### src/rtl/reg_bank_param.sv
// reg_bank_param: DEPTH x WIDTH register bank with one write port, two
// registered read ports and a sequenced bulk-clear engine.
// Optional build macro: REG_BANK_BYPASS_EN enables write-through forwarding
// from the write/clear path to both read ports.
module reg_bank_param #(
    parameter int WIDTH  = 8,
    parameter int ADDR_W = 2
) (
    input  logic              clk,
    input  logic              reset,
    input  logic              wr_en,
    input  logic [ADDR_W-1:0] wr_addr,
    input  logic [WIDTH-1:0]  wr_data,
    output logic              wr_ready,
    input  logic [ADDR_W-1:0] rd_addr_a,
    output logic [WIDTH-1:0]  rd_data_a,
    input  logic [ADDR_W-1:0] rd_addr_b,
    output logic [WIDTH-1:0]  rd_data_b,
    input  logic              clr_req,
    output logic              clr_busy,
    output logic              clr_done
);

    localparam int DEPTH = 2 ** ADDR_W;
    localparam logic [ADDR_W-1:0] IDX_LAST = '1;

    typedef enum logic [1:0] {
        IDLE  = 2'd0,
        CLEAR = 2'd1,
        DONE  = 2'd2
    } state_t;

    state_t            state;
    logic [ADDR_W-1:0] idx;
    logic [WIDTH-1:0]  regs [DEPTH];

    logic              we;
    logic [ADDR_W-1:0] waddr;
    logic [WIDTH-1:0]  wdata;

    // Single storage write path: the clear engine owns it in CLEAR, otherwise an accepted port write.
    always_comb begin
        we    = 1'b0;
        waddr = '0;
        wdata = '0;
        if (state == CLEAR) begin
            we    = 1'b1;
            waddr = idx;
            wdata = '0;
        end else if (wr_en && wr_ready) begin
            we    = 1'b1;
            waddr = wr_addr;
            wdata = wr_data;
        end
    end

    // Register storage.
    always_ff @(posedge clk) begin
        if (reset) begin
            for (int i = 0; i < DEPTH; i++) begin
                regs[i] <= '0;
            end
        end else if (we) begin
            regs[waddr] <= wdata;
        end
    end

    // Registered read ports, optionally forwarding the value being written this cycle.
    always_ff @(posedge clk) begin
        if (reset) begin
            rd_data_a <= '0;
            rd_data_b <= '0;
        end else begin
`ifdef REG_BANK_BYPASS_EN
            rd_data_a <= (we && (waddr == rd_addr_a)) ? wdata : regs[rd_addr_a];
            rd_data_b <= (we && (waddr == rd_addr_b)) ? wdata : regs[rd_addr_b];
`else
            rd_data_a <= regs[rd_addr_a];
            rd_data_b <= regs[rd_addr_b];
`endif
        end
    end

    // Clear sequencer; handshake outputs are registered alongside the state.
    always_ff @(posedge clk) begin
        if (reset) begin
            state    <= IDLE;
            idx      <= '0;
            clr_busy <= 1'b0;
            clr_done <= 1'b0;
            wr_ready <= 1'b1;
        end else begin
            case (state)
                IDLE: begin
                    clr_done <= 1'b0;
                    if (clr_req) begin
                        state    <= CLEAR;
                        idx      <= '0;
                        clr_busy <= 1'b1;
                        wr_ready <= 1'b0;
                    end
                end
                CLEAR: begin
                    if (idx == IDX_LAST) begin
                        state    <= DONE;
                        idx      <= '0;
                        clr_done <= 1'b1;
                    end else begin
                        idx <= idx + 1'b1;
                    end
                end
                DONE: begin
                    state    <= IDLE;
                    clr_busy <= 1'b0;
                    clr_done <= 1'b0;
                    wr_ready <= 1'b1;
                end
                default: begin
                    state    <= IDLE;
                    idx      <= '0;
                    clr_busy <= 1'b0;
                    clr_done <= 1'b0;
                    wr_ready <= 1'b1;
                end
            endcase
        end
    end

endmodule

### config.mk
export PLATFORM = sky130hd
export DESIGN_NAME = reg_bank_param
export DESIGN_NICKNAME = d
export VERILOG_FILES = /design/src/rtl/reg_bank_param.sv
export SDC_FILE = /design/constraint.sdc
export NUM_CORES = 1
export LEC_CHECK = 0
export ABC_AREA = 1
export CAP_MARGIN = 10
export CELL_PAD_IN_SITES_DETAIL_PLACEMENT = 0
export CELL_PAD_IN_SITES_GLOBAL_PLACEMENT = 1
export CORE_MARGIN = 8
export CORE_UTILIZATION = 39
export DETAILED_ROUTE_END_ITERATION = 12
export PLACE_DENSITY = 0.76
export SETUP_SLACK_MARGIN = 0.02
export SYNTH_ARGS = -nofsm -noshare
export SYNTH_HDL_FRONTEND = slang
export SYNTH_SLANG_ARGS = --single-unit
### constraint.sdc
create_clock -name clk -period 2.8 [get_ports clk]
set_input_delay 0.7 -clock clk [delete_from_list [all_inputs] [get_ports clk]]
set_output_delay 0.7 -clock clk [all_outputs]
set_load 0.01 [all_outputs]
* Word-level counts from Yosys, hierarchy flattened
Memory sizes are Yosys's and may differ from the RTL's. A register that Yosys moved wholly into a read port is not among the register bits. Cells that the tools add are included.
Storage, ports and cells: input port bits 18, latch bits 0, memory bits (writable) 32, output and inout bits 19, word-level logic and storage cells 45, memories 1, memory bits (read-only) 0, bits in registers 7
Cells by class: div/mod/pow operators 0, $mul 0, add/subtract/negate cells 1, shifts and indexed selects 0, order comparisons 0, reductions and logical operators 7, mux-type cells 24, bitwise gates (word level) 2, equality and inequality tests 5
Memory list:
- regs | words 4, width 8, read ports 2, clocked after Yosys merged registers in 2, wr ports 4, RTL line 35 | logic [WIDTH-1:0] regs [DEPTH];
Operators by type and width (count):
- $mux W8 | 3
- $mux W2 | 7
- $mux W1 | 10
- $reduce_or A8 Y1 | 1
- $pmux W2 S3 | 1
- $reduce_and A2 Y1 | 3
- $eq A2 B2 Y1 const B | 2
- $pmux W1 S2 | 2
- $pmux W2 S2 | 1
- $add A2 B1 Y2 const B | 1
- $eq A2 B1 Y1 const B | 1
- $logic_not A2 Y1 | 1
- $ne A2 B1 Y1 const B | 1
- $ne A2 B2 Y1 const B | 1
- $not A1 Y1 | 2
- $reduce_or A2 Y1 | 1
- $logic_and A1 B1 Y1 | 1

* Longest topological paths before layout
depth in word-level cells 8, depth in mapped cells 6, depth with buffers taken out 6

* Worst setup path after synthesis
Ideal clock, no wire load.
path kind input-to-reg, start point in wr_addr[1], end point mem regs[3][0] (enable), path buffers 0, slack 0.816 ns, data required time 2.416 ns, data arrival time 1.600 ns, setup time 0.384 ns, stages on the path 4, path through nand3_1 nor2_1 nor2_2 o21ai_0
RTL lines:
- start: declaration | RTL line 12 | input logic [ADDR_W-1:0] wr_addr,
- end: declaration | RTL line 35

==> flow_summary.ini <==
[setup_path]
timing.critical_path.from_type = primary input
path_cells = clkdlybuf4s50_1 > nand2_1 > a21oi_2 > nand3_2 > nand2_1
worst_setup_path_end_kind = flop
cell_type_group_with_the_largest_total_delay_on_the_critical_path = simple AND/OR/NAND/NOR gates
cpPeakStageDelay_ns = 0.49
path_class = in -> reg
worstPathRequired_ns = 2.78
worstPathMaxFanout = 9
critical_path_buffer_and_inverter_count = 1
timing.critical_path.arrival_ns = 2.07
cpMostUsedCell = sky130_fd_sc_hd__nand2_1
crit_slowest_cell = sky130_fd_sc_hd__clkdlybuf4s50_1

[timing]
layout_worst_path_cycle_share_pct = 74.7
final.min_clock_period_ns = 2.09
clock.fmax_mhz = 478
worst-slew-pin-transition_ns = 0.614
drv_slew = 0
fin_setup_tns_ns = 0
hold-worst-slack_ns = 0.484
final-hold-violation-count = 0
grt_setup_unrepaired = no
headroom_to_the_max_slew_limit_pct = 59.0
setup_viol_count_final = 0
clock-skew-final_ns = 0.00914

[floorplanning]
floorplan.rows = 28
dieWidth_um = 93.7
floorplan.die_area_um2 = 8780
core_region_area_um2 = 5890
fp.dieH_um = 93.7
start_util_pct = 40.0
pin_count = 37

[logic_synthesis]
yosys_register_bits = 55
yosysWarningCount = 0
netlist_area_um2 = 2360
postSynthNetCount = 272
yosysSeqAreaShare_pct = 60.3
synthDistinctLibCells = 20
post_synth.cell_area_avg_um2 = 9.31
synthesized_netlist_cell_count = 253

[final_layout]
postLayoutCoreUtil_pct = 49.4
areaGrowthSynthToFinish_pct = 23.3
ff_latch_area_um2 = 1420
layout_commonest_cell = sky130_fd_sc_hd__nand2_1
drive_above_1_share_pct = 6.90
antennaDiodeCount = 0
design_area_um2 = 2910
multi_input_area_um2 = 769
nNetsFinal = 308
fillers = 600
most-common-layout-cells = 39 x sky130_fd_sc_hd__nand2_1, 36 x sky130_fd_sc_hd__a21oi_1, 36 x sky130_fd_sc_hd__clkdlybuf4s50_1

[route]
routed_via_density = 4.96
vias = 1809
firstDrtPassIters = 4
dr.first_iter.drc_count = 163
route.detailed.wl_per_inst_um = 14.0
remaining_drc_errors = 0
wirelength_mm = 5.12
remaining_antenna_violation_count = 0

[global_routing]
grt_start_max_net_pins = 33
via_count_of_the_first_global_routing_pass = 1811
grt_util_all_layers_pct = 12.6
initial_antenna_violation_count = 0
gr-total-overflow = 0
grt_first_pass_wirelength_mm = 8.74

[clock_network]
cts.hold.buffers_added = 0
tritoncts_num_sinks = 55
worst_skew_pair.late_latency_ns = 0.31
post_cts_resize_count = 0
clkTransAtPathRegs_ns = 0.09
post-cts-setup-buffers = 0
htree_depth = 2
cts-buffers-inserted = 5
cts_tree = done
cts_max_path_buffers = 2
ctsRootBufferMaster = sky130_fd_sc_hd__clkbuf_8

[min_path]
min-delay-path-class = reg -> reg

[pwr]
leakage_nw = 1.12
max-vdd-ir-drop_mv = 0.267
report.power.total_mw = 1.65
power.density_cell_area_nw_per_um2 = 567

[placed_design]
placement.io_buffers = 36
detailed_place_hpwl_mm = 3.91
placement.cell_area_um2 = 2800
place_congestion = 0.796

[outcome]
outcome = finished, final reports clean

[job]
max_capacitance_violation_count = 0
==> Yosys cell counts, drive strengths merged <==
master   n  area share, %
clkbuf   9            1.4
a21oi   37            8.0
o211ai  16            5.1
ha       1           0.53
inv     31            4.9
nor3     1           0.42
nand2   39            6.2
nand3    5            1.7
o21ai   20            4.2
nor2    35            6.1
edfxtp  32             41
o21a     1           0.32
buf      3           0.64
dfxtp   23             20
==> worst reg2reg max path, delay by kind of cell, from the launching register on <==
| family | cells | cell delay, ns |
|---|---|---|
| AND/OR/NAND/NOR | 5 | 0.93 |
| buffers and inverters | 1 | 0.07 |
| flip-flops | 1 | 0.40 |
==> per-layer routing <==
layer / GRT usage, % / wire length [µm] / vias up
li1: - / - / 920
met1: 16.4 / 2360 / 829
met2: 20.1 / 2350 / 55
met3: 3.20 / 350 / 5
met4: 3.96 / 59 / 0
met5: 0 / 0 / -
==> final cells by class <==
cell class,instances,area share [%]
Clock inverter,1,1.03
Inverter,31,4.01
Sequential cell,55,48.9
Tap cell,75,3.23
Timing Repair Buffer,41,13.7
Multi-Input combinational cell,155,26.5
Clock buffer,7,2.63
==> metrics by stage <==
stage / worst slack [ns] / cells
after floorplan: 0.816 / 253
after global placement: 0.431 / 357
after detailed placement: 0.372 / 357
after CTS: 0.704 / 365
after global routing: 0.547 / 365
final: 0.709 / 365
==> flip-flops by register name, indices dropped and copies added, names as in the netlist <==
register / cells
regs: 32
rd_data_a: 8
rd_data_b: 8
idx: 2
state: 2
clr_busy: 1
clr_done: 1
wr_ready: 1
==> cell families after synthesis <==
group,share of synthesized area [%]
buffers and inverters,7.01
AOI/OAI and AO/OA,17.7
DFF,60.3
and+or+nand+nor,14.4
adders and majority gates,0.531
==> power by group <==
| group | internal, mW | switching [mW] |
|---|---|---|
| sequential | 0.904 | 0.0216 |
| clock | 0.268 | 0.244 |
| combinational | 0.0933 | 0.116 |
==> worst paths after layout <==
kind	startpoint	end	slack [ns]	cells after the start
min	clr_busy$_SDFFE_PP0P_	clr_busy$_SDFFE_PP0P_	0.48	1
max reg2reg	state[0]$_SDFFE_PP0P_	regs[0][7]$_SDFFCE_PN0P_	1.07	6
max	wr_en	regs[0][7]$_SDFFCE_PN0P_	0.71	5
min reg2reg	clr_busy$_SDFFE_PP0P_	clr_busy$_SDFFE_PP0P_	0.48	1
(Power assumes the default switching activity.)
==> edit 1: new RTL, same flow settings <==
Add a define of `REG_BANK_BYPASS_EN`.
--- a/src/rtl/reg_bank_param.sv
+++ b/src/rtl/reg_bank_param.sv
@@ -2,6 +2,8 @@
 // registered read ports and a sequenced bulk-clear engine.
 // Optional build macro: REG_BANK_BYPASS_EN enables write-through forwarding
 // from the write/clear path to both read ports.
+`define REG_BANK_BYPASS_EN
+
 module reg_bank_param #(
     parameter int WIDTH  = 8,
     parameter int ADDR_W = 2
Check against the original RTL: not equivalent (a bounded check fails within 4 cycles, from zero or initial values and one cycle with reset high).
==> edit 1 against the original RTL <==
Sequential share of layout area down 7.4 points; cell area up 18%; synthesized cell count up 44%; sequential power up 3.1%; non-clock buffer count up 8; clock skew down 0.0048 ns; power up 8.7%; worst setup slack worse by 0.11 ns; synthesized area up 19%; clock power down 13%; hold slack better by 0.00098 ns; sequential cell count unchanged; routed wire length up 36%; critical path type unchanged; highest routed layer unchanged.
==> edit 1: results (changes against the original RTL) <==
Worst setup path
  • Worst Path Arrival: 2.18 ns (+0.11 ns)
  • CP max FO: 8 (-1)
  • CP peak stage delay: 0.53 ns (+0.04 ns)

Global routing
  • M3 GR Usage: 3.660% (+0.46 points)
  • Number of global-route vias before repair: 2,337 (+29%)
  • Largest net degree at the start of global routing: 21 (-36%)
  • GR met2 Demand/Resource: 22.77% (+2.7 points)
  • First-pass GRT wire length: 11.56 mm (+32%)
  • Met1 usage: 19.48% (+3.1 points)
  • Total routing usage reported by global routing: 14.83% (+2.2 points)

Pwr
  • P_leak: 1.500 nW (+34%)
  • Max VDD drop: 0.2363 mV (-12%)

STA
  • Slack of the critical path: 0.5974 ns (-0.1117 ns)
  • Fin Clk Skew: 0.004332 ns (-0.004811 ns)
  • Slew HR: 72.54% (+14 points)

Routing
  • DRT Wirelength: 6.990 mm (+36%)
  • Routed vias/inst: 4.731 (-4.5%)

Yosys
  • Yosys cell types: 24 (+20%)
  • Largest cells by area after synthesis: edfxtp_1 (34%), dfxtp_1 (16%), nand2_1 (9.5%)
  • Net count after synthesis: 384 (+41%)
  • Most frequent cells after synthesis: nand2_1 (71), nor2_1 (68), inv_1 (46), a21oi_1 (35), o21ai_0 (35)
  • Compound-Gate Fraction of Synth Area: 13.65% (-4.0 points)
  • Adder-cell share of the synthesized area: 0.4462% (-0.085 points)
  • Sequential area share after synthesis: 50.69% (-9.6 points)

Placed design
  • Pre-CTS setup slack: 0.2779 ns (-0.09397 ns)
  • Placer Congestion: 0.8555 (+7.5%)
  • HPWL after DPL: 5.234 mm (+34%)

Status
  • Status: complete, no violations

Cells and area
  • Share of cells above drive strength 1: 11.71% (+4.8 points)
-- edit 1: cells by family after synthesis --
kind of cell | count (synthesis)
AO/OA/AOI/OAI | 74
buffers and inverters | 67
flip-flops | 55
AND/OR/NAND/NOR | 168
adder cells (fa/ha/maj) | 1
-- edit 1: path summary, 6_finish.rpt --
check / startpoint / end / slack (ns) / cells after the start
min reg2reg: idx[1] / idx[1] / 0.49 / 2
max: wr_en / regs[0][4] / 0.60 / 7
min: idx[1] / idx[1] / 0.49 / 2
max reg2reg: state[0] / regs[0][4] / 1.02 / 8
-- edit 1: power breakdown --
part | internal [W] | switching [W] | leakage [nW] | total [W]
Combinational | 0.000158 | 0.000232 | 0.934 | 0.000390
Sequential | 0.000929 | 0.0000261 | 0.523 | 0.000955
Clock | 0.000180 | 0.000265 | 0.0418 | 0.000445
Total | 0.00127 | 0.000523 | 1.50 | 0.00179
-- edit 1: final cells by class --
class                   instances  area, sq um
clock inverters                 2        16.27
clock buffers                   6        72.57
inverters                      55        206.4
flip-flops and latches         55         1421
repair buffers                 49        457.9
multi-input cells             243         1122
fillers                       715         3677
well taps                      99        123.9
-- edit 1: worst max-delay path: cells and delay by family --
kind / cells / cell delay, ns
buf+inv: 2 / 0.64
simple gates: 4 / 0.60
compound gates: 1 / 0.23
-- edit 1: stage by stage --
stage | cells | area (sq um)
6_report | 509 | 3421
2_1_floorplan | 365 | 2804
5_1_grt | 509 | 3421
3_3_place_gp | 501 | 3332
3_5_place_dp | 501 | 3332
4_1_cts | 509 | 3421
-- edit 1: per-layer routing --
metal	routed length, um	share of wire, %
met5	0	0
met4	139	2.0
met3	320	4.6
met2	3045	44
met1	3485	50
==> edit 2: new RTL, same settings <==
Made on the original files. Reset style: asynchronous (`reset`), changed in 3 clocked blocks.
--- a/src/rtl/reg_bank_param.sv
+++ b/src/rtl/reg_bank_param.sv
@@ -55,7 +55,7 @@
     end
 
     // Register storage.
-    always_ff @(posedge clk) begin
+    always_ff @(posedge clk or posedge reset) begin
         if (reset) begin
             for (int i = 0; i < DEPTH; i++) begin
                 regs[i] <= '0;
@@ -66,7 +66,7 @@
     end
 
     // Registered read ports, optionally forwarding the value being written this cycle.
-    always_ff @(posedge clk) begin
+    always_ff @(posedge clk or posedge reset) begin
         if (reset) begin
             rd_data_a <= '0;
             rd_data_b <= '0;
@@ -82,7 +82,7 @@
     end
 
     // Clear sequencer; handshake outputs are registered alongside the state.
-    always_ff @(posedge clk) begin
+    always_ff @(posedge clk or posedge reset) begin
         if (reset) begin
             state    <= IDLE;
             idx      <= '0;
Formal check against the unedited RTL: differs if reset is asserted again (counterexample within 4 cycles, from zero or initial values and one cycle with reset high); with reset held inactive, the same outputs for 4 cycles.
==> edit 2 against the original RTL <==
Worst setup slack worse by 0.15 ns; critical path depth is 4 lower; sequential share of layout area fell by 3.8 points; routed wire length rose by 22%; synthesized area up 7.9%; cell area grew 5.2%; maximum frequency down 6.7%; sequential cell count did not move; count of clock-buffer cells in the layout unchanged; critical endpoint is now wr_ready.
Power is not compared: it rests on default switching activity, and its combinational part moved more than twofold at a synthesized area within 25%.
==> edit 2: results (changes against the original RTL) <==
Yosys
  • Net count after synthesis: 319 (+17%)
  • Dominant synthesized flop cell: dfrtp_1
  • Most frequent cells after synthesis: nand2_1 (78), dfrtp_1 (54), nor2_1 (43), o21ai_0 (35), nand3_1 (28)
  • Largest cells by area after synthesis: dfrtp_1 (53%), nand2_1 (12%), o21ai_0 (6.9%)
  • Syn Inst Count: 300 (+19%)
  • Sequential area share after synthesis: 54.21% (-6.1 points)
  • Ys async rst share: 100.0% (+100 points)
  • Yosys cell types: 21 (+5.0%)

Cells and area
  • Final net count: 358 (+16%)
  • Share of cells above drive strength 1: 8.529% (+1.6 points)

Routing
  • Top sig layer: met4
  • 1st-iter DRT viols: 142 (-13%)
  • Via count: 2,212 (+22%)
  • Met1 wire length: 3.026 mm (+28%)
  • WL per Instance: 15.02 um (+7.1%)
  • Routed wl met3: 326 um (-6.9%)
  • Routed vias/inst: 5.305 (+7.0%)
  • Remaining antenna violation count: 0 (unchanged)
  • Met2 WL: 2.839 mm (+21%)

Status
  • Status: complete, no violations

STA
  • Worst Tran Pin Value: 0.4781 ns (-0.1354 ns)
  • Fin Clk Skew: 0.01538 ns (+0.006240 ns)
  • Final worst path period need: 2.242 ns (+0.1512 ns)

Worst setup path
  • Critical path's top delay family: flip-flops
  • CP peak stage delay: 0.66 ns (+0.17 ns)
  • Worst Path Arrival: 1.54 ns (-0.53 ns)
  • Critical path's slowest cell: dfstp_2
  • CP max FO: 13 (+4)

Placed design
  • Placed cells: 409 (+15%)
  • HPWL after DPL: 4.836 mm (+24%)
  • Placed Area: 2964 sq um (+5.9%)
  • Placer Congestion: 0.8667 (+8.9%)
  • Pre-CTS setup slack: 0.4360 ns (+0.06416 ns)

Clock tree
  • Post-CTS setup buffers: 0 (unchanged)
  • H-tree depth: 2 (unchanged)
  • Inserted Clock Buffers: 5 (unchanged)
  • CTS Buffer Depth: 2 (unchanged)

Global routing
  • Largest net degree at the start of global routing: 23 (-30%)
  • First-pass GRT wire length: 10.91 mm (+25%)
  • M3 GR Usage: 3.485% (+0.29 points)
  • Met1 usage: 18.81% (+2.4 points)
  • GR met2 Demand/Resource: 20.52% (+0.45 points)
  • Total routing usage reported by global routing: 13.83% (+1.2 points)
-- edit 2: changes by cell type after synthesis, moves of 5 or more --
cell      delta
dfrtp_1     +54
a21oi_1     -36
o22ai_1     +17
nand4_1      +8
inv_1       -20
o21ai_0     +16
nor2_1      +11
edfxtp_1    -32
dfxtp_1     -23
clkbuf_1     -5
nand2_1     +39
nand2_2      +8
o211ai_1    -16
nand3_1     +26
-- edit 2: kinds of logic (layout without fill, tap and decap cells) --
group,Yosys count,in the layout,share of synthesized area [%]
flip-flops,55,55,54.21
AO/OA/AOI/OAI,53,53,11.37
buffers and inverters,23,63,5.022
AND/OR/NAND/NOR,168,168,28.90
adder cells (fa/ha/maj),1,1,0.4923
-- edit 2: path summary, 6_finish.rpt --
check | from | to | slack (ns) | depth (start not counted)
max in group asynchronous | reset | wr_ready | 1.44 | 3
worst max register to register | state[0] | regs[11] | 1.16 | 8
min in group asynchronous | reset | rd_data_a[7] | 0.70 | 2
worst min register to register | regs[13] | regs[13] | 0.49 | 2
worst min-delay path | regs[13] | regs[13] | 0.49 | 2
worst max-delay path | wr_ready | wr_ready | 0.56 | 1
-- edit 2: layout make-up --
class	count	area (sq um)
clock inverters	1	5.005
multi-input cells	222	1036
fillers	648	3258
inverters	13	48.80
repair buffers	42	405.4
well taps	77	96.34
clock buffers	7	86.33
flip-flops and latches	55	1378
-- edit 2: power groups by stage --
stage	clock, W	sequential, W	combinational [W]
floorplan	0	0.00112	0.000806
global placement	0	0.00115	0.00102
detailed placement	0	0.00115	0.00104
CTS	0.000464	0.00114	0.00104
global route	0.000494	0.00116	0.00116
finish	0.000452	0.00114	0.00102
